[config.mk]
export PLATFORM = sky130hd
export DESIGN_NAME = uart_tx_arbiter
export DESIGN_NICKNAME = d
export VERILOG_FILES = /design/src/rtl/uart_tx_arbiter.sv
export SDC_FILE = /design/constraint.sdc
export NUM_CORES = 1
export LEC_CHECK = 0
export ABC_CLOCK_PERIOD_IN_PS = 1700
export CAP_MARGIN = 20
export CORE_ASPECT_RATIO = 1.4
export CORE_UTILIZATION = 41
export CTS_BUF_LIST = sky130_fd_sc_hd__clkbuf_4
export DETAILED_ROUTE_END_ITERATION = 10
export PLACE_DENSITY = 0.84
export SETUP_SLACK_MARGIN = 0.02
export SLEW_MARGIN = 0
export SYNTH_ARGS = -nofsm -noshare
export SYNTH_HDL_FRONTEND = slang
export SYNTH_SLANG_ARGS = --single-unit
[constraint.sdc]
create_clock -name clk -period 1.7 [get_ports clk]
set_clock_uncertainty 0.05 [all_clocks]
set_input_delay 0.255 -clock clk [delete_from_list [all_inputs] [get_ports clk]]
set_output_delay 0.255 -clock clk [all_outputs]
set_load 0.02 [all_outputs]
[src/rtl/uart_tx_arbiter.sv]
// uart_tx_arbiter
//   Round-robin arbiter/sequencer that shares one UART transmitter among
//   NUM_REQ byte requesters. It picks a requester starting from a rotating
//   pointer, latches its byte, issues a one-cycle tx_start, waits for tx_done,
//   acknowledges the requester, then idles for one GAP cycle so the acked
//   requester can drop req before the next arbitration.
//
//   Optional feature: define UART_ARB_TIMEOUT_EN to abort a WAIT that lasts
//   TIMEOUT_CYCLES cycles without tx_done (timeout_err pulse, no ack).
//   Without the macro WAIT holds until tx_done and timeout_err is always 0.
//
// Ports
//   clk          system clock, posedge
//   rst          asynchronous active-high reset
//   req          per-requester request level, held until ack
//   req_data     flattened bytes, requester i at [DATA_W*i +: DATA_W]
//   ack          one-hot one-cycle pulse when requester's byte is sent
//   busy         high whenever the sequencer is not IDLE
//   owner        index of the current grantee (valid while busy)
//   tx_start     one-cycle start pulse to the UART transmitter
//   tx_data      latched byte, stable from tx_start until tx_done
//   tx_busy      transmitter busy level
//   tx_done      transmitter completion pulse
//   timeout_err  one-cycle pulse on WAIT timeout
module uart_tx_arbiter #(
  parameter int NUM_REQ        = 4,
  parameter int DATA_W         = 8,
  parameter int TIMEOUT_CYCLES = 4096,
  localparam int OW            = (NUM_REQ > 1) ? $clog2(NUM_REQ) : 1
) (
  input  logic                      clk,
  input  logic                      rst,
  input  logic [NUM_REQ-1:0]        req,
  input  logic [NUM_REQ*DATA_W-1:0] req_data,
  output logic [NUM_REQ-1:0]        ack,
  output logic                      busy,
  output logic [OW-1:0]             owner,
  output logic                      tx_start,
  output logic [DATA_W-1:0]         tx_data,
  input  logic                      tx_busy,
  input  logic                      tx_done,
  output logic                      timeout_err
);

  if (NUM_REQ < 1 || DATA_W < 1 || TIMEOUT_CYCLES < 1) begin : g_bad_params
    $error("uart_tx_arbiter: NUM_REQ, DATA_W and TIMEOUT_CYCLES must all be >= 1");
  end

  typedef enum logic [1:0] {
    ST_IDLE  = 2'd0,
    ST_START = 2'd1,
    ST_WAIT  = 2'd2,
    ST_GAP   = 2'd3
  } state_t;

  state_t              state_r;
  logic [OW-1:0]       ptr_r;
  logic [OW-1:0]       cand_s;
  logic [OW-1:0]       pick_s;
  logic                found_s;
  logic                hit_s;
  logic [DATA_W-1:0]   pick_data_s;
  logic [OW-1:0]       nxt_ptr_s;

`ifdef UART_ARB_TIMEOUT_EN
  localparam int CW = $clog2(TIMEOUT_CYCLES + 1);
  logic [CW-1:0]       wait_cnt_r;
`endif

  // Round-robin pick: first requesting index scanning ptr, ptr+1, ... with wrap.
  always_comb begin
    found_s = 1'b0;
    pick_s  = {OW{1'b0}};
    cand_s  = {OW{1'b0}};
    hit_s   = 1'b0;
    for (int k = 0; k < NUM_REQ; k++) begin
      cand_s  = OW'((int'(ptr_r) + k) % NUM_REQ);
      hit_s   = req[cand_s] & ~found_s;
      pick_s  = hit_s ? cand_s : pick_s;
      found_s = found_s | hit_s;
    end
  end

  assign pick_data_s = req_data[DATA_W*int'(pick_s) +: DATA_W];

  // Pointer value after the current owner finishes: owner+1 wrapping at NUM_REQ.
  always_comb begin
    if (owner == OW'(NUM_REQ - 1)) begin
      nxt_ptr_s = {OW{1'b0}};
    end else begin
      nxt_ptr_s = owner + 1'b1;
    end
  end

  // Sequencer FSM with registered outputs; pulses default low every cycle.
  always_ff @(posedge clk or posedge rst) begin
    if (rst) begin
      state_r     <= ST_IDLE;
      ptr_r       <= {OW{1'b0}};
      ack         <= {NUM_REQ{1'b0}};
      busy        <= 1'b0;
      owner       <= {OW{1'b0}};
      tx_start    <= 1'b0;
      tx_data     <= {DATA_W{1'b0}};
      timeout_err <= 1'b0;
`ifdef UART_ARB_TIMEOUT_EN
      wait_cnt_r  <= {CW{1'b0}};
`endif
    end else begin
      ack         <= {NUM_REQ{1'b0}};
      tx_start    <= 1'b0;
      timeout_err <= 1'b0;
      case (state_r)
        ST_IDLE: begin
          if (found_s) begin
            owner   <= pick_s;
            tx_data <= pick_data_s;
            busy    <= 1'b1;
            state_r <= ST_START;
          end
        end
        ST_START: begin
          if (!tx_busy) begin
            tx_start   <= 1'b1;
            state_r    <= ST_WAIT;
`ifdef UART_ARB_TIMEOUT_EN
            wait_cnt_r <= {CW{1'b0}};
`endif
          end
        end
        ST_WAIT: begin
          // tx_done wins over a timeout landing on the same cycle.
          if (tx_done) begin
            ack[owner] <= 1'b1;
            ptr_r      <= nxt_ptr_s;
            state_r    <= ST_GAP;
          end
`ifdef UART_ARB_TIMEOUT_EN
          else if (wait_cnt_r == CW'(TIMEOUT_CYCLES - 1)) begin
            timeout_err <= 1'b1;
            ptr_r       <= nxt_ptr_s;
            state_r     <= ST_GAP;
          end else begin
            wait_cnt_r <= wait_cnt_r + 1'b1;
          end
`endif
        end
        ST_GAP: begin
          busy    <= 1'b0;
          state_r <= ST_IDLE;
        end
        default: begin
          busy    <= 1'b0;
          state_r <= ST_IDLE;
        end
      endcase
    end
  end

endmodule
---- After elaboration in Yosys (flattened, before gate mapping) ----
Cells that the tools add are included.
cells by class
  $add $sub $neg .......................... 4
  $mul .................................... 0
  div/mod/pow operators ................... 0
  order comparisons ....................... 6
  eq/ne operators ......................... 7
  shift operators ......................... 1
  mux-type cells .......................... 25
  bitwise gates (word level) .............. 9
  reduce and logical (&&, ||, !) cells .... 7
operators by type and width
  cell                                                         number
  indexed part select 32 x 6 -> 8 bit                          1
  two-way mux 2 bit                                            8
  less-than comparator 2 x 3 -> 1 bit (second input constant)  5
  binary-select mux 1 bit (select 2 bit)                       4
  two-way mux 1 bit                                            8
  two-way mux 4 bit                                            2
  one-hot mux 2 bit (4 select lines)                           1
  equality test 2 bit (second input constant)                  3
  inequality test 2 bit (second input constant)                3
  AND reduction 2 bit                                          3
  adder 2 x 1 -> 2 bit (second input constant)                 2
  adder 2 bit (second input constant)                          2
  bitwise AND 1 bit                                            3
  inverter 1 bit                                               3
  bitwise OR 1 bit                                             3
  AND reduction 3 bit                                          1
  demux 1 bit (select 2 bit)                                   1
  equality test 2 x 1 -> 1 bit (second input constant)         1
  >= comparator 2 x 1 -> 1 bit (second input constant)         1
  zero test 2 bit                                              1
  one-hot mux 1 bit (2 select lines)                           1
  nonzero test 2 bit                                           1
  logical AND 1 bit                                            1
storage, ports and cells
  register bits ........................... 20
  latch bits .............................. 0
  memory bits (writable) .................. 0
  bits in read-only memories .............. 0
  output and inout bits ................... 17
  memories kept ........................... 0

---- Longest topological paths before layout ----
  word-level depth ........................ 13
  gate-level depth with buffers ........... 7
  mapped depth without buffers ............ 7

---- Worst setup path after synthesis ----
Ideal clock, no wire load.
  path kind ............................... reg-to-reg
  start point ............................. register ptr_r[1]
  end point ............................... register tx_data[0]
  arrival time ............................ 1.339 ns
  data required time ...................... 1.509 ns
  path slack .............................. 0.170 ns
  cell stages (with the launch flop) ...... 7
  buffers on the path ..................... 1
  clock period less this slack ............ 1.530 ns
  path through ............................ dfrtp_1 nand2b_1 a21o_1 nand2_4 buf_6 mux2i_1 o221ai_1
on the way
  longest elaborated chain between the ends .. 12
RTL lines
  what                                                                            RTL line  text
  start, declared                                                                 57        logic [OW-1:0] ptr_r;
  start signal, assigned                                                          99        ptr_r <= {OW{1'b0}};
  start signal, assigned                                                          135       ptr_r <= nxt_ptr_s;
  adder 2 x 1 -> 2 bit or binary-select mux 1 bit (select 2 bit) (tied branches)  77, 78
  binary-select mux 1 bit (select 2 bit) or two-way mux 1 bit (tied branches)     78        hit_s = req[cand_s] & ~found_s;
  two-way mux 1 bit (implied by the code) or inverter 1 bit (tied branches)       78
  bitwise AND 1 bit                                                               78
  bitwise OR 1 bit                                                                80        found_s = found_s | hit_s;
  inverter 1 bit                                                                  78
  bitwise AND 1 bit                                                               78
  bitwise OR 1 bit                                                                80
  inverter 1 bit                                                                  78
  bitwise AND 1 bit                                                               78
  two-way mux 2 bit or bitwise OR 1 bit (tied branches)                           79, 80
  indexed part select 32 x 6 -> 8 bit or AND reduction 2 bit (tied branches)      --
  end signal, assigned                                                            104       tx_data <= {DATA_W{1'b0}};
  end signal, assigned                                                            117       tx_data <= pick_data_s;
  end, declared                                                                   39        output logic [DATA_W-1:0] tx_data,
Several ways; a longest one is shown, not always the timed one. The select of a mux whose other input is x is not followed.
A chain may end at the register's enable or synchronous reset.

---- Worst setup path in the final report ----
  start point ............................. register busy
  end point ............................... output port busy
RTL lines
  what                    RTL line  text
  start, declared         36        output logic busy,
  start signal, assigned  101       busy <= 1'b0;
  start signal, assigned  118       busy <= 1'b1;
  start signal, assigned  149       busy <= 1'b0;
No word-level cell between the ends.

==> flow_metrics.py <==
metrics = {
    "outcome": {
        "status": "completed",
    },
    "synth": {
        "yosysWarnings": 0,
        "synth_top_cell_area_share_pct": 43.1,
        "synthTopCellsByCount": "dfrtp_1, nand2_1, mux2i_1, ha_1, o221ai_1",
        "yosysSeqAreaShare_pct": 43.1,
        "synth_area_sq_um": 1160,
        "synth_edf_count": 0,
        "avgSynthCellArea_sq_um": 10.3,
        "yosysUniqueCellTypes": 29,
        "ys_seq_elements": 20,
        "synth_nets": 161,
        "syn_inst": 113,
        "yosys.cell_count.top_type": "dfrtp_1",
        "async_flop_share_pct": 100,
        "yosys-top-cells-area": "dfrtp_1, mux2i_1, ha_1",
        "netlist.top_cell.by_area": "dfrtp_1",
        "ys.flop_type": "dfrtp_1",
    },
    "critical_path": {
        "cp.buffers_inverters": 1,
        "start_kind": "flop",
        "crit_fanout": 3,
        "critical-path-max-stage-delay_ns": 0.62,
        "path_cells": "clkdlybuf4s50_1",
        "worstSetupPathType": "flop to primary output",
        "critPathCaptureType": "primary output",
        "cp_slowest_cell": "clkdlybuf4s50_1",
        "path_delay_family": "buffers and inverters",
        "arrival_ns": 1.32,
        "cp.required_ns": 1.39,
    },
    "power_and_ir_drop": {
        "peakVddDrop_v": 0.000847,
        "power-per-cell-area_nw_per_um2": 1410,
        "fin_total_pwr_mw": 2.58,
        "power.leakage_nw": 0.873,
    },
    "layout": {
        "syn2layout_area_growth_pct": 57.8,
        "num-fill-cells": 221,
        "final_util_pct": 69.3,
        "finalNetCount": 226,
        "final_cells": 213,
        "postLayoutCellArea_sq_um": 1830,
        "n_antenna_cell": 0,
        "drive_above_1_share_pct": 9.04,
    },
    "clocking": {
        "htreeDepth": 1,
        "root_buffer": "clkbuf_4",
        "postCtsSetupBuffers": 0,
        "numCtsBuffers": 3,
        "cts_tree": "built",
        "cts_max_path_buffers": 2,
        "cts_sinks": 20,
        "cts-hold-fix-buffers": 0,
        "clk_latency_ns": 0.31,
        "clk_pin_slew_ns": 0.11,
    },
    "timing": {
        "fmax_mhz": 614,
        "rsz0062_at_grt": "true",
        "post-route-period-util_pct": 95.8,
        "tns_ns": 0,
        "drv_slew": 0,
        "hold_violations": 0,
        "setup_viol": 0,
        "period_minus_slack_ns": 1.63,
    },
    "drt": {
        "drt-initial-drc-count": 19,
        "via_count": 1066,
        "via_per_inst": 5.00,
        "drt_wl_total_mm": 2.81,
        "wire_per_inst_um": 13.2,
        "first_pass_iters": 4,
        "postRouteAntennaNets": 0,
        "drcViolationCount": 0,
    },
    "grt": {
        "grtUsageTotal_pct": 19.8,
        "grt_pass1_vias": 1059,
        "overflow": 0,
        "grt_pass1_wl_mm": 4.35,
        "grt_max_degree": 21,
        "antenna_found_initial": 0,
    },
    "placed_design": {
        "postPlaceCellArea_sq_um": 1800,
        "placedCellCount": 209,
        "numPortBuffers": 55,
        "dp_hpwl_mm": 2.29,
        "gp_congestion": 0.717,
    },
    "die": {
        "die_h_um": 65.0,
        "dieArea_sq_um": 3050,
        "dieWidth_um": 47.0,
        "io_pins": 57,
        "rows": 22,
        "core_sq_um": 2640,
        "start_util_pct": 43.9,
    },
    "run": {
        "maxCapViolations": 0,
    },
    "hold_path": {
        "hold_path_class": "primary input to async pin",
    },
}
## power by group
| group | internal, mW | switching (mW) |
|---|---|---|
| clock network | 0.0857 | 0.145 |
| registers | 0.673 | 0.157 |
| logic | 0.764 | 0.752 |
## worst paths after layout
path / from / endpoint / slack (ns) / depth (start not counted)
worst max register to register: ptr_r[1] / tx_data[5] / 0.10 / 5
worst min register to register: tx_data[3] / tx_data[3] / 0.45 / 2
max in group asynchronous: rst / ptr_r[1] / 1.16 / 3
min in group clk: tx_data[3] / tx_data[3] / 0.45 / 2
worst max-delay path: busy / busy / 0.07 / 1
worst min-delay path: rst / tx_data[0] / 0.22 / 3
## cell usage in the layout, fill, tap and decap left out, types with 2 or more instances in the layout
| cell type | synthesis | layout |
|---|---|---|
| clkdlybuf4s50_1 | 0 | 53 |
| dfrtp_1 | 20 | 20 |
| nand2_1 | 18 | 18 |
| mux2i_1 | 17 | 17 |
| buf_4 | 1 | 9 |
| o221ai_1 | 8 | 8 |
| ha_1 | 8 | 8 |
| inv_1 | 7 | 7 |
| nor2_1 | 6 | 6 |
| and3_1 | 4 | 4 |
| o21ai_0 | 3 | 3 |
| clkbuf_4 | 0 | 3 |
| nand2b_1 | 2 | 2 |
| a211oi_1 | 2 | 2 |
| dlygate4sd2_1 | 0 | 2 |
## sequential cells by signal (all words and copies together) (netlist names)
signal / cells
ack: 4
busy: 1
owner: 2
ptr_r: 2
state_r: 2
tx_data: 8
tx_start: 1
## cell families after synthesis
logic type               count (synthesis)  synth area share (%)
multiplexers                            18                  15.6
adder cells (fa/ha/maj)                  8                  8.62
AO/OA/AOI/OAI                           20                  13.6
flip-flops                              20                  43.1
AND/OR/NAND/NOR                         35                  14.1
buffers and inverters                   11                  4.63
other                                    1                 0.323
## metal layers
| layer | vias to the layer above | global-route usage [%] | part of all wire [%] |
|---|---|---|---|
| li1 | 527 | - | - |
| met1 | 511 | 20.0 | 36 |
| met3 | 4 | 1.95 | 2.4 |
| met5 | - | 0 | 0 |
| met2 | 24 | 37.2 | 61 |
| met4 | 0 | 10.0 | 1.2 |
## per-stage QoR
step,worst slack [ns],hold slack [ns]
4_1_cts,0.0508,0.233
2_1_floorplan,0.170,0.169
3_5_place_dp,-0.221,0.432
5_1_grt,-0.000930,0.254
6_report,0.0708,0.219
3_3_place_gp,-0.130,0.418
## timing repair
| item | CTS | global route |
|---|---|---|
| gates resized for setup | 2 | 2 |
| endpoints found under the hold margin | 0 | 0 |
| endpoints found under the setup margin | 2 | 7 |
## area by class of cell
cell class | count | area [sq um] | share of cell area [%]
Sequential cell | 20 | 500 | 27.3
Multi-Input combinational cell | 82 | 618 | 33.7
Tap cell | 36 | 45.0 | 2.46
Inverter | 7 | 26.3 | 1.43
Clock inverter | 1 | 3.75 | 0.205
Clock buffer | 3 | 22.5 | 1.23
Timing Repair Buffer | 64 | 616 | 33.6
Note: power is estimated with default switching activity, not from simulation.
